===== config.mk =====
export PLATFORM = sky130hd
export DESIGN_NAME = tpu_sync_fifo
export DESIGN_NICKNAME = d
export VERILOG_FILES = /design/src/rtl/tpu_sync_fifo.sv
export SDC_FILE = /design/constraint.sdc
export NUM_CORES = 1
export LEC_CHECK = 0
export ABC_CLOCK_PERIOD_IN_PS = 3460
export BUFFER_PORTS_ARGS = -buffer_cell sky130_fd_sc_hd__clkbuf_2
export CORE_MARGIN = 8
export CORE_UTILIZATION = 53
export DETAILED_ROUTE_END_ITERATION = 10
export PLACE_DENSITY_LB_ADDON = 0.1
export SLEW_MARGIN = 20
export SYNTH_ARGS = -nofsm -noshare
export SYNTH_HDL_FRONTEND = slang
export SYNTH_SLANG_ARGS = --single-unit

===== constraint.sdc =====
create_clock -name clk -period 3.46 [get_ports clk]
set_input_delay 0.692 -clock clk [delete_from_list [all_inputs] [get_ports clk]]
set_output_delay 0.692 -clock clk [all_outputs]
set_load 0.02 [all_outputs]

===== src/rtl/tpu_sync_fifo.sv =====
// tpu_sync_fifo: single-clock FIFO between the memory-side supplier and the systolic-array feeder.
// Ports: clk, rst (async, active-high), clear (sync flush of data and error flags),
//   w_en/din push, r_en pop with registered dout and one-cycle dout_valid,
//   full/almost_full/empty/count occupancy status, sticky overflow/underflow errors.
module tpu_sync_fifo #(
  parameter int WIDTH    = 16,
  parameter int DEPTH    = 8,
  parameter int AF_LEVEL = 6
) (
  input  logic                     clk,
  input  logic                     rst,
  input  logic                     clear,
  input  logic                     w_en,
  input  logic [WIDTH-1:0]         din,
  input  logic                     r_en,
  output logic [WIDTH-1:0]         dout,
  output logic                     dout_valid,
  output logic                     full,
  output logic                     almost_full,
  output logic                     empty,
  output logic [$clog2(DEPTH):0]   count,
  output logic                     overflow,
  output logic                     underflow
);
  localparam int AW = $clog2(DEPTH);
  localparam logic [AW:0] AF = AF_LEVEL[AW:0];
  localparam logic [AW:0] ONE = {{AW{1'b0}}, 1'b1};
  logic [WIDTH-1:0] mem [DEPTH];
  logic [AW:0] wr_ptr, rd_ptr;
  logic push, pop;
  // pointers carry an extra wrap bit so full and empty are distinguishable
  assign empty       = wr_ptr == rd_ptr;
  assign full        = (wr_ptr[AW] != rd_ptr[AW]) && (wr_ptr[AW-1:0] == rd_ptr[AW-1:0]);
  assign count       = wr_ptr - rd_ptr;
  assign almost_full = count >= AF;
  assign push        = w_en && !full && !clear;
  assign pop         = r_en && !empty && !clear;
  always_ff @(posedge clk)
    if (push) mem[wr_ptr[AW-1:0]] <= din;
  always_ff @(posedge clk or posedge rst)
    if (rst) begin
      wr_ptr     <= '0;
      rd_ptr     <= '0;
      dout       <= '0;
      dout_valid <= 1'b0;
      overflow   <= 1'b0;
      underflow  <= 1'b0;
    end else if (clear) begin
      wr_ptr     <= '0;
      rd_ptr     <= '0;
      dout_valid <= 1'b0;
      overflow   <= 1'b0;
      underflow  <= 1'b0;
    end else begin
      if (push) wr_ptr <= wr_ptr + ONE;
      if (pop) begin
        dout   <= mem[rd_ptr[AW-1:0]];
        rd_ptr <= rd_ptr + ONE;
      end
      dout_valid <= pop;
      if (w_en && full) overflow <= 1'b1;
      if (r_en && empty) underflow <= 1'b1;
    end
endmodule


**After elaboration in Yosys (flattened, before gate mapping)**

Memories as Yosys holds them, arrays and structs flattened. A register that Yosys moved wholly into a read port is not among the register bits.
Index checks and enable logic that the tools add are counted.

- Bits in registers: 11
- RAM bits: 128
- Input port bits: 21
- Output and inout bits: 26
- Logic and storage cells: 40
- Memories: 1

- Add/subtract/negate cells: 3
- $lt $le $gt $ge: 1
- Equal/unequal tests: 3
- Muxes and demuxes: 11
- Bitwise gates (word level): 1
- Reduce and logical (&&, ||, !) cells: 15

Memory list:

| name | words | bits a word | read ports | clocked after Yosys merged registers in | write ports | RTL line | RTL |
|---|---|---|---|---|---|---|---|
| mem | 8 | 16 | 1 | 1 | 1 | 28 | `logic [WIDTH-1:0] mem [DEPTH];` |

Operator list:

| cell | number |
|---|---|
| two-way mux 4 bit | 4 |
| adder 4 x 1 -> 4 bit (second input constant) | 2 |
| nonzero test 2 bit | 4 |
| logical AND 1 bit | 7 |
| two-way mux 1 bit | 7 |
| equality test 4 bit | 1 |
| greater-or-equal comparator 4 x 3 -> 1 bit (second input constant) | 1 |
| subtractor 4 bit | 1 |
| equality test 3 bit | 1 |
| logical NOT 1 bit | 3 |
| AND reduction 2 bit | 1 |
| inequality test 1 bit | 1 |
| NOT 1 bit | 1 |

**Logic depth before layout (Yosys ltp)**

Gate-level depths: netlist of run 1.

- Word-level depth: 7
- Mapped depth: 9

**Least setup slack after synthesis of run 1**

Ideal clock, no wire load.

- Path type: reg2reg
- Start: register rd_ptr[1]
- End: memory mem[1][0], enable pin
- Setup time: 0.409 ns
- Data arrival time: 3.125 ns
- Data required time: 3.051 ns
- Slack: -0.074 ns
- Stages on the path, launching flop included: 9
- Buffers on the path: 2
- Period minus slack after synthesis: 3.534 ns
- Path through: dfrtp_1 buf_2 buf_1 inv_1 ha_1 nand3_1 o21ai_1 or3_1 nor3_1

- Cells in the longest elaborated chain, start to end: 7

Ends and longest elaborated chain:

| what | RTL line | RTL |
|---|---|---|
| start: declaration | 29 | `logic [AW:0] wr_ptr, rd_ptr;` |
| start signal: assignment | 58 | `rd_ptr <= rd_ptr + ONE;` |
| equality test 3 bit | 33 | `assign full = (wr_ptr[AW] != rd_ptr[AW]) && (wr_ptr[AW-1:0] == rd_ptr[AW-1:0]);` |
| logical AND 1 bit | 33 |  |
| logical NOT 1 bit | 36 | `assign push = w_en && !full && !clear;` |
| logical AND 1 bit (2 in series) | 36 |  |
| two-way mux 1 bit | 39 | `if (push) mem[wr_ptr[AW-1:0]] <= din;` |
| two-way mux 1 bit (implied by the code) | 39 |  |
| end: declaration | 28 |  |

No other way between the ends.

**Worst setup path in the final report of run 1**

- Start: register rd_ptr[1]
- End: output port almost_full

- Cells in the longest elaborated chain, start to end: 2

Ends and longest elaborated chain:

| what | RTL line | RTL |
|---|---|---|
| subtractor 4 bit | 34 | `assign count = wr_ptr - rd_ptr;` |
| greater-or-equal comparator 4 x 3 -> 1 bit | 35 | `assign almost_full = count >= AF;` |
| end: declaration | 19 | `output logic almost_full,` |

No other way between the ends.

==> results.yml, run 1 <==
global_routing:
  grt_max_degree: 37
  grt_pass1_vias: 3165
  antenna_found_initial: 0
  grtUsageTotal: 0.163
  grt_first_pass_wirelength_um: 17700
  overflow: 0
critical_path:
  crit_chain: "buf_4 > fa_1 > inv_1 > nand2_1 > o21ai_0 > clkbuf_2"
  crit_fanout: 36
  r2r-end: "mem[6][8]$_DFFE_PP_"
  cpPeakStageDelay_ns: 0.51
  start_kind: "flop"
  r2r-start: "wr_ptr[2]$_DFFE_PP0P_"
  r2r_slack_ns: 0.73
  cp_slowest_cell: "fa_1"
  cp.required_ns: 2.77
  r2r_cells: 6
  cp.arrival_ns: 2.12
  crit_type: "flop to output pin"
  crit_path_end_kind: "output pin"
cells_and_area:
  layout.area.seq_um2: 4520
  drive_gt1_frac: 0.329
  fill_cells: 805
  final_net_count: 416
  insertedDiodeCount: 0
  syn2layout_area_growth_pct: 18.7
  multiInputGateArea_um2: 1440
job:
  drv_cap: 0
hold_path:
  hp-class: "input pin to asynchronous set/reset pin"
floorplan:
  die_h_um: 123
  die_w_um: 123
  start_util: 0.537
  coreArea_um2: 11300
  rows: 39
  dieArea_um2: 15100
  num_io_pins: 47
outcome:
  status: "completed"
sta:
  tns_ns: 0
  skew_ns: 0.00645
  max-slew-margin-rel: 0.478
  fin_ws_ns: 0.651
  hold_viol: 0
  rsz0062_at_grt: "false"
  clock.fmax_mhz: 356
  maxSlewViolCount: 0
  finalSetupViolCount: 0
  post-route-period-util: 0.812
  worst_slew_pin_slew_ns: 0.782
  period_minus_slack_ns: 2.81
  hold_ws_ns: 0.399
clock_tree:
  hold_buffers: 0
  numCtsBuffers: 17
  ctsResizeCount: 0
  clock-sinks: 155
  clk_latency_ns: 0.41
  cts_tree: "built"
  cts_setup_buffers: 0
  root_buffer: "clkbuf_16"
  cts.reportedPaths.clkPinSlew_ns: 0.06
  clockBufferDepth: 2
  cts_htree_levels: 4
synthesis:
  yosys.area.top_type_share: 0.635
  synthDistinctLibCells: 29
  seq_area_frac_synth: 0.747
  synth_cells: 320
  ys_async_sr_fraction: 0.174
  yosysMostFrequentCell: "edfxtp_1"
  yosysWarnings: 0
  syn_area_um2: 6050
  yosys-top-cells-count: "128 x edfxtp_1, 32 x mux4_2, 27 x dfrtp_1"
  syn_area_per_cell_um2: 18.9
  synth_top_area_cell: "edfxtp_1"
  synth_edf_count: 128
  synth_ff_type: "edfxtp_1"
  syn-num-nets: 347
  synth.area.top_cells: "edfxtp_1 63%, mux4_2 12%, dfrtp_1 11%"
  ys_ff_latch: 155
placed_design:
  place_hpwl_um: 7110
  routabilityCongestion: 0.800
  dp_slack_ns: 0.748
  portBuffers: 46
drt:
  drt-met1-wl_um: 4760
  drt-pass1-iter-count: 5
  dr_wl_met3_um: 705
  wire_per_inst_um: 20.5
  vias: 2985
  route.detailed.drc: 0
  postRouteAntennaNets: 0
  top_layer: "met4"
  wl_met2_um: 5540
  avgViaCountPerCell: 5.49
  wirelength_um: 11100
  drtIter0Drc: 202
power:
  leakagePower_uw: 0.00257
  power_density_nw_per_um2: 687
  vdd.ir_drop.worst_v: 0.000337
  p_total_uw: 4940
==> final cells by class <==
type | count | area share
Clock buffer | 19 | 0.0602
Clock inverter | 12 | 0.0240
Inverter | 10 | 0.00522
Multi-Input combinational cell | 141 | 0.201
Sequential cell | 155 | 0.629
Tap cell | 143 | 0.0249
Timing Repair Buffer | 64 | 0.0561
==> stage by stage <==
| step | utilization | cells | instance area (um^2) |
|---|---|---|---|
| 2_1_floorplan | - | 320 | 6060 |
| 3_3_place_gp | 0.584 | 513 | 6580 |
| 3_5_place_dp | 0.584 | 513 | 6580 |
| 4_1_cts | 0.638 | 544 | 7190 |
| 5_1_grt | 0.638 | 544 | 7190 |
| 6_report | 0.638 | 544 | 7190 |
==> how the worst max path moves through the flow <==
| stage | start | to | slack [ns] | cells past startpoint |
|---|---|---|---|---|
| finish | rd_ptr[1]$_DFFE_PP0P_ | almost_full | 0.65 | 6 |
| detailed placement | wr_ptr[2]$_DFFE_PP0P_ | mem[6][9]$_DFFE_PP_ | 0.75 | 6 |
| global placement | wr_ptr[2]$_DFFE_PP0P_ | mem[6][9]$_DFFE_PP_ | 0.83 | 6 |
| floorplan | rd_ptr[1]$_DFFE_PP0P_ | mem[7][0]$_DFFE_PP_ | 0.35 | 8 |
| CTS | rd_ptr[1]$_DFFE_PP0P_ | almost_full | 0.62 | 6 |
| global route | wr_ptr[1]$_DFFE_PP0P_ | almost_full | 0.41 | 6 |
==> kinds of logic after synthesis <==
kind of cell | synth area share
flip-flops | 0.747
XOR/XNOR | 0.0141
multiplexers | 0.149
AO/OA/AOI/OAI | 0.0263
buffers and inverters | 0.0169
adder cells (fa/ha/maj) | 0.0136
AND/OR/NAND/NOR | 0.0337
==> placed cells by master, fill, tap and decap left out, types with 15 or more instances in the layout <==
master     instances
edfxtp_1         128
clkbuf_2          46
mux4_2            32
dfrtp_1           26
nand2_1           19
o21ai_0           19
nor2_1            18
mux2i_1           18
clkbuf_16         17
buf_4             15
==> state kept, by name, indices dropped and copies added (netlist names) <==
register	cells
mem	128
dout	16
rd_ptr	4
wr_ptr	4
dout_valid	1
overflow	1
underflow	1
==> critical path: cells and delay by family, from the launching register on <==
kind | cells | cell delay (ns)
buffers and inverters | 3 | 0.74
AO/OA/AOI/OAI | 1 | 0.08
AND/OR/NAND/NOR | 1 | 0.04
flip-flops | 1 | 0.35
adder cells (fa/ha/maj) | 1 | 0.51
==> where the power goes <==
part / internal (uW) / switching (uW) / leakage [uW] / total [uW]
logic: 338 / 499 / 0.000770 / 838
registers: 2150 / 61.6 / 0.00150 / 2210
clock network: 1200 / 687 / 0.000293 / 1890
total: 3690 / 1250 / 0.00257 / 4940
==> per-layer routing <==
layer	GRT usage	vias to the layer above
met1	0.214	1510
met4	0.0594	0
li1	-	1382
met5	0	-
met3	0.0478	13
met2	0.256	80
No activity file was read; power rests on OpenSTA's default activity.
==> run 2, diff against run 1 <==
--- a/config.mk
+++ b/config.mk
@@ -5,10 +5,11 @@
 export SDC_FILE = /design/constraint.sdc
 export NUM_CORES = 1
 export LEC_CHECK = 0
-export ABC_CLOCK_PERIOD_IN_PS = 3460
+export ABC_AREA = 1
+export ABC_CLOCK_PERIOD_IN_PS = 2700
 export BUFFER_PORTS_ARGS = -buffer_cell sky130_fd_sc_hd__clkbuf_2
 export CORE_MARGIN = 8
-export CORE_UTILIZATION = 53
+export CORE_UTILIZATION = 60
 export DETAILED_ROUTE_END_ITERATION = 10
 export PLACE_DENSITY_LB_ADDON = 0.1
 export SLEW_MARGIN = 20
==> constraint.sdc (replaced) <==
create_clock -name clk -period 2.7 [get_ports clk]
set_input_delay 0.54 -clock clk [delete_from_list [all_inputs] [get_ports clk]]
set_output_delay 0.54 -clock clk [all_outputs]
set_load 0.02 [all_outputs]
==> run 2 against run 1 <==
Compared with the run above: synthesized cell count is 100% higher; clock skew is 0.0012 ns higher; sequential share of layout area is 4.4 points lower; count of clock-buffer cells in the layout is 1 higher; non-clock buffer count stayed put; largest power group unchanged.
==> results.yml, run 2 <==
floorplan:
  dieArea_um2: 14800
  die_w_um: 122
  coreArea_um2: 10900
  rows: 38
  die_h_um: 122
  num_io_pins: 47
  start_util: 0.617
sta:
  fin_ws_ns: 0.114
  clock.fmax_mhz: 387
  rsz0062_at_grt: "false"
  period_minus_slack_ns: 2.59
  max-slew-margin-rel: 0.545
  finalSetupViolCount: 0
  skew_ns: 0.00765
  maxSlewViolCount: 0
  post-route-period-util: 0.958
  worst_slew_pin_slew_ns: 0.683
  hold_viol: 0
cells_and_area:
  layout.area.seq_um2: 4520
  drive_gt1_frac: 0.164
  multiInputGateArea_um2: 1750
  syn2layout_area_growth_pct: 15.1
  insertedDiodeCount: 0
  final_cell_mix: "247 x nand2_1, 128 x edfxtp_1, 84 x nand3_1, 80 x inv_1, 45 x clkbuf_2"
  fill_cells: 774
  final_common_cell: "nand2_1"
  final_net_count: 728
  largest_reg_flops: 128
critical_path:
  r2r-start: "wr_ptr[2]$_DFFE_PP0P_"
  r2r-end: "mem[5][14]$_DFFE_PP_"
  cp.arrival_ns: 2.05
  crit_fanout: 3
  r2r_slack_ns: 0.55
  crit_type: "flop to output pin"
  r2r_cells: 7
  start_kind: "flop"
  crit_path_end_kind: "output pin"
  cp.required_ns: 2.16
placed_design:
  dp_slack_ns: 0.489
  routabilityCongestion: 0.876
  portBuffers: 46
  place_hpwl_um: 8350
drt:
  wirelength_um: 14000
  drtIter0Drc: 382
  avgViaCountPerCell: 5.28
  vias: 4510
  postRouteAntennaNets: 0
  wire_per_inst_um: 16.4
  route.detailed.drc: 0
  drt-pass1-iter-count: 5
global_routing:
  grt_first_pass_wirelength_um: 22300
  overflow: 0
  grtUsageTotal: 0.198
  grt_pass1_vias: 4430
  antenna_found_initial: 0
  grt_max_degree: 66
hold_path:
  hp-class: "input pin to asynchronous set/reset pin"
synthesis:
  synth.area.top_cells: "edfxtp_1 57%, nand2_1 14%, dfrtp_1 10%"
  synth_top_area_cell: "edfxtp_1"
  ys_ff_latch: 155
  syn_area_per_cell_um2: 10.4
  ys_async_sr_fraction: 0.174
  syn-num-nets: 673
  synth_edf_count: 128
  seq_area_frac_synth: 0.673
  yosys-top-cells-count: "247 x nand2_1, 128 x edfxtp_1, 84 x nand3_1"
  synthDistinctLibCells: 25
  synth_ff_type: "edfxtp_1"
  yosys.area.top_type_share: 0.572
  synth_cells: 646
  yosysMostFrequentCell: "nand2_1"
  yosysWarnings: 0
  syn_area_um2: 6720
clock_tree:
  cts_htree_levels: 4
  cts.reportedPaths.clkPinSlew_ns: 0.06
  clockBufferDepth: 2
  clk_latency_ns: 0.53
  hold_buffers: 0
  clock-sinks: 155
  numCtsBuffers: 17
  cts_tree: "built"
  root_buffer: "clkbuf_8"
power:
  power_density_nw_per_um2: 823
  leakagePower_uw: 0.00347
  p_total_uw: 6360
  vdd.ir_drop.worst_v: 0.000663
outcome:
  status: "completed"
job:
  drv_cap: 0
[run 2: cell count changes in the layout (fill, tap and decap cells not counted), sizes merged, moves of 17 or more]
cell,change
nand2,+232
inv,+71
o21ai,-17
mux2i,-18
mux4,-32
nand3,+92
[run 2: stage by stage]
step | setup TNS (ns) | utilization | cell area (um^2) | hold WS, ns | instances
after detailed placement | 0 | 0.654 | 7120 | 0.469 | 821
after global placement | 0 | 0.654 | 7120 | 0.463 | 821
final | 0 | 0.710 | 7730 | 0.0590 | 854
after floorplan | -4.68 | - | 6720 | 0.536 | 646
after global routing | 0 | 0.710 | 7730 | 0.0795 | 854
after CTS | 0 | 0.709 | 7720 | 0.0569 | 854
[run 2: cell type report]
class,instances,area share
clock buffers,20,0.0576
clock inverters,12,0.0189
inverters,84,0.0408
multi-input cells,379,0.227
flip-flops and latches,155,0.585
well taps,140,0.0227
repair buffers,64,0.0476
[run 2: layer usage]
layer	GRT usage	share of wire
met3	0.0440	0.066
met5	0	0
met1	0.250	0.43
met4	0.0941	0.022
met2	0.320	0.48
[run 2: power by group]
part | switching (uW) | total, uW | internal [uW]
Combinational | 838 | 1200 | 364
Sequential | 77.3 | 2820 | 2740
Clock | 883 | 2330 | 1450
Total | 1800 | 6360 | 4560
[run 2: worst max path at each step]
stage / start / to / cells past startpoint
6_report: wr_ptr[0]$_DFFE_PP0P_ / almost_full / 6
4_1_cts: wr_ptr[2]$_DFFE_PP0P_ / almost_full / 6
3_3_place_gp: wr_ptr[0]$_DFFE_PP0P_ / almost_full / 6
3_5_place_dp: wr_ptr[0]$_DFFE_PP0P_ / almost_full / 6
2_1_floorplan: rd_ptr[1]$_DFFE_PP0P_ / mem[2][0]$_DFFE_PP_ / 9
5_1_grt: wr_ptr[0]$_DFFE_PP0P_ / almost_full / 6
[run 2: what timing repair did]
item | in CTS | in global routing
cloned | 0 | 0
setup endpoints to repair | 1 | 2
resized for setup | 1 | 5
setup buffers | 1 | 0
[run 2: critical path, stage by stage, from the launching register on]
cell	delay, ns
dfrtp_1	0.36
inv_1	0.09
ha_1	0.22
fa_1	0.38
xor2_1	0.17
o21ai_1	0.13
buf_4	0.16
[run 2: logic make-up after synthesis]
family / count (synthesis) / synth area share
adders and majority gates: 6 / 0.0123
buffers and inverters: 112 / 0.0673
xor gates and xnor gates: 6 / 0.00783
and+or+nand+nor: 360 / 0.234
DFF: 155 / 0.673
AOI/OAI and AO/OA: 7 / 0.00522
==> run 3, diff against run 2 <==
--- a/config.mk
+++ b/config.mk
@@ -12,6 +12,7 @@
 export CORE_UTILIZATION = 60
 export DETAILED_ROUTE_END_ITERATION = 10
 export PLACE_DENSITY_LB_ADDON = 0.1
+export RECOVER_POWER = 25
 export SLEW_MARGIN = 20
 export SYNTH_ARGS = -nofsm -noshare
 export SYNTH_HDL_FRONTEND = slang
==> run 3 against run 2 <==
Compared with the run above: the flow now finishes with violations (capacitance limit, slew limit); total power is essentially flat; critical path depth unchanged; clock skew decreased by 0.0016 ns; die area did not move; sequential power about the same; utilization shrank 0.13 points; fmax grew 0.25%; register-to-register slack is essentially flat; routed wire length fell by 0.31%; worst hold slack better by 0.20 ns; non-clock buffer count unchanged; via count is 0.42% higher; critical path type unchanged; critical endpoint unchanged.
==> results.yml, run 3 (synthesis gave the netlist of run 2 again) <==
floorplan:
  rows: 38
  coreArea_um2: 10900
  start_util: 0.617
  die_w_um: 122
  die_h_um: 122
  num_io_pins: 47
  dieArea_um2: 14800
global_routing:
  antenna_found_initial: 0
  grt_first_pass_wirelength_um: 22300
  grt_pass1_vias: 4430
  grtUsageTotal: 0.198
  grt_max_degree: 66
  overflow: 0
cells_and_area:
  final_cell_mix: "247 x nand2_1, 128 x edfxtp_1, 84 x nand3_1, 80 x inv_1, 37 x clkbuf_2"
  drive_gt1_frac: 0.151
  syn2layout_area_growth_pct: 14.9
  final_common_cell: "nand2_1"
  stdcell_count: 854
  insertedDiodeCount: 0
  final_net_count: 728
  largest_reg_flops: 128
  fill_cells: 775
outcome:
  violations: "capacitance limit, slew limit"
  status: "finished, violations left"
critical_path:
  cp_top_family: "adder cells"
  cp_slowest_cell: "fa_1"
  cp.arrival_ns: 2.04
  crit_path_end_kind: "output pin"
  crit_type: "flop to output pin"
  start_kind: "flop"
  crit_fanout: 3
  cp.required_ns: 2.16
  crit_chain: "inv_1 > ha_1 > fa_1 > xor2_1 > o21ai_1 > buf_4"
  cpPeakStageDelay_ns: 0.38
  critPathBufInv: 2
clock_tree:
  cts_tree: "built"
  hold_buffers: 0
  clk_latency_ns: 0.53
  root_buffer: "clkbuf_8"
  numCtsBuffers: 17
  cts.reportedPaths.clkPinSlew_ns: 0.06
  clock-sinks: 155
  cts_htree_levels: 4
  clockBufferDepth: 2
drt:
  vias: 4529
  wire_per_inst_um: 16.3
  wirelength_um: 13900
  drtIter0Drc: 373
  drt-pass1-iter-count: 5
  postRouteAntennaNets: 0
  avgViaCountPerCell: 5.30
  route.detailed.drc: 0
sta:
  max-slew-margin-rel: -0.129
  rsz0062_at_grt: "false"
  post-route-period-util: 0.955
  worst_slew_pin_slew_ns: 1.69
  hold_ws_ns: 0.256
  period_minus_slack_ns: 2.58
  skew_ns: 0.00605
  maxSlewViolCount: 28
  clock.fmax_mhz: 388
  finalSetupViolCount: 0
  hold_viol: 0
power:
  p_sw_frac: 0.283
  clkPwrFrac: 0.367
  combPwrFrac: 0.189
  power_switching_uw: 1800
  seq_power_share: 0.444
  p_int_uw: 4560
  vdd.ir_drop.worst_v: 0.000664
  power_density_nw_per_um2: 824
  leakagePower_uw: 0.00345
hold_path:
  hp-class: "input pin to flop"
placed_design:
  place_hpwl_um: 8350
  portBuffers: 46
  dp_cells: 821
  routabilityCongestion: 0.876
job:
  drv_cap: 1
## run 3: cell types whose count changed in the layout (fill, tap and decap cells not counted), sizes merged
cell / change
buf: -1
clkbuf: +1
## run 3: power by group through the flow
stage / Sequential (uW) / Clock, uW / Combinational, uW
finish: 2820 / 2330 / 1200
detailed placement: 2870 / 0 / 1190
global route: 2840 / 2450 / 1330
floorplan: 3010 / 0 / 683
CTS: 2820 / 2370 / 1210
global placement: 2860 / 0 / 1170
## run 3: final timing paths
check                           cells after the start                     to                   from  slack, ns
worst max-delay path                                6            almost_full  wr_ptr[0]$_DFFE_PP0P_       0.12
worst min-delay path                                3   overflow$_DFFE_PP0P_                   w_en       0.26
worst max register to register                      7    mem[5][7]$_DFFE_PP_  wr_ptr[2]$_DFFE_PP0P_       0.55
worst min register to register                      2   dout[11]$_DFFE_PP0P_   dout[11]$_DFFE_PP0P_       0.48
max in group asynchronous                           3  wr_ptr[1]$_DFFE_PP0P_                    rst       1.02
min in group asynchronous                           3   dout[13]$_DFFE_PP0P_                    rst       0.58
## run 3: stage by stage
step | setup slack, ns | power, uW | util | TNS, ns | instance area [um^2]
global route | 0.0424 | 6630 | 0.708 | 0 | 7710
finish | 0.121 | 6350 | 0.708 | 0 | 7710
detailed placement | 0.489 | 4060 | 0.654 | 0 | 7120
global placement | 0.552 | 4030 | 0.654 | 0 | 7120
CTS | 0.0212 | 6400 | 0.709 | 0 | 7720
floorplan | -0.0445 | 3690 | - | -4.68 | 6720
## run 3: what timing repair did
action,CTS,global route
cloned,0,0
setup buffers,1,0
setup endpoints to repair,1,2
resized for setup,1,5
## run 3: layout make-up
class / count / area, um^2 / share of cell area
clock buffer: 20 / 445 / 0.0577
multi-input combinational: 379 / 1750 / 0.227
timing repair buffer: 64 / 354 / 0.0459
sequential: 155 / 4520 / 0.586
clock inverter: 12 / 146 / 0.0190
tap: 140 / 175 / 0.0227
inverter: 84 / 315 / 0.0409
## run 3: worst register-to-register path: stages, from the launching register on
cell and delay, ns:
dfrtp_2 0.47, ha_1 0.37, nand3_1 0.14, nor2_2 0.09, nor2_4 0.15, nand2_1 0.15
nor2_1 0.15, buf_4 0.30
## run 3: routing by layer
layer | vias up | routed length (um) | track usage
li1 | 2194 | - | -
met1 | 2154 | 5970 | 0.250
met2 | 154 | 6790 | 0.320
met3 | 27 | 892 | 0.0440
met4 | 0 | 289 | 0.0941
met5 | - | 0 | 0
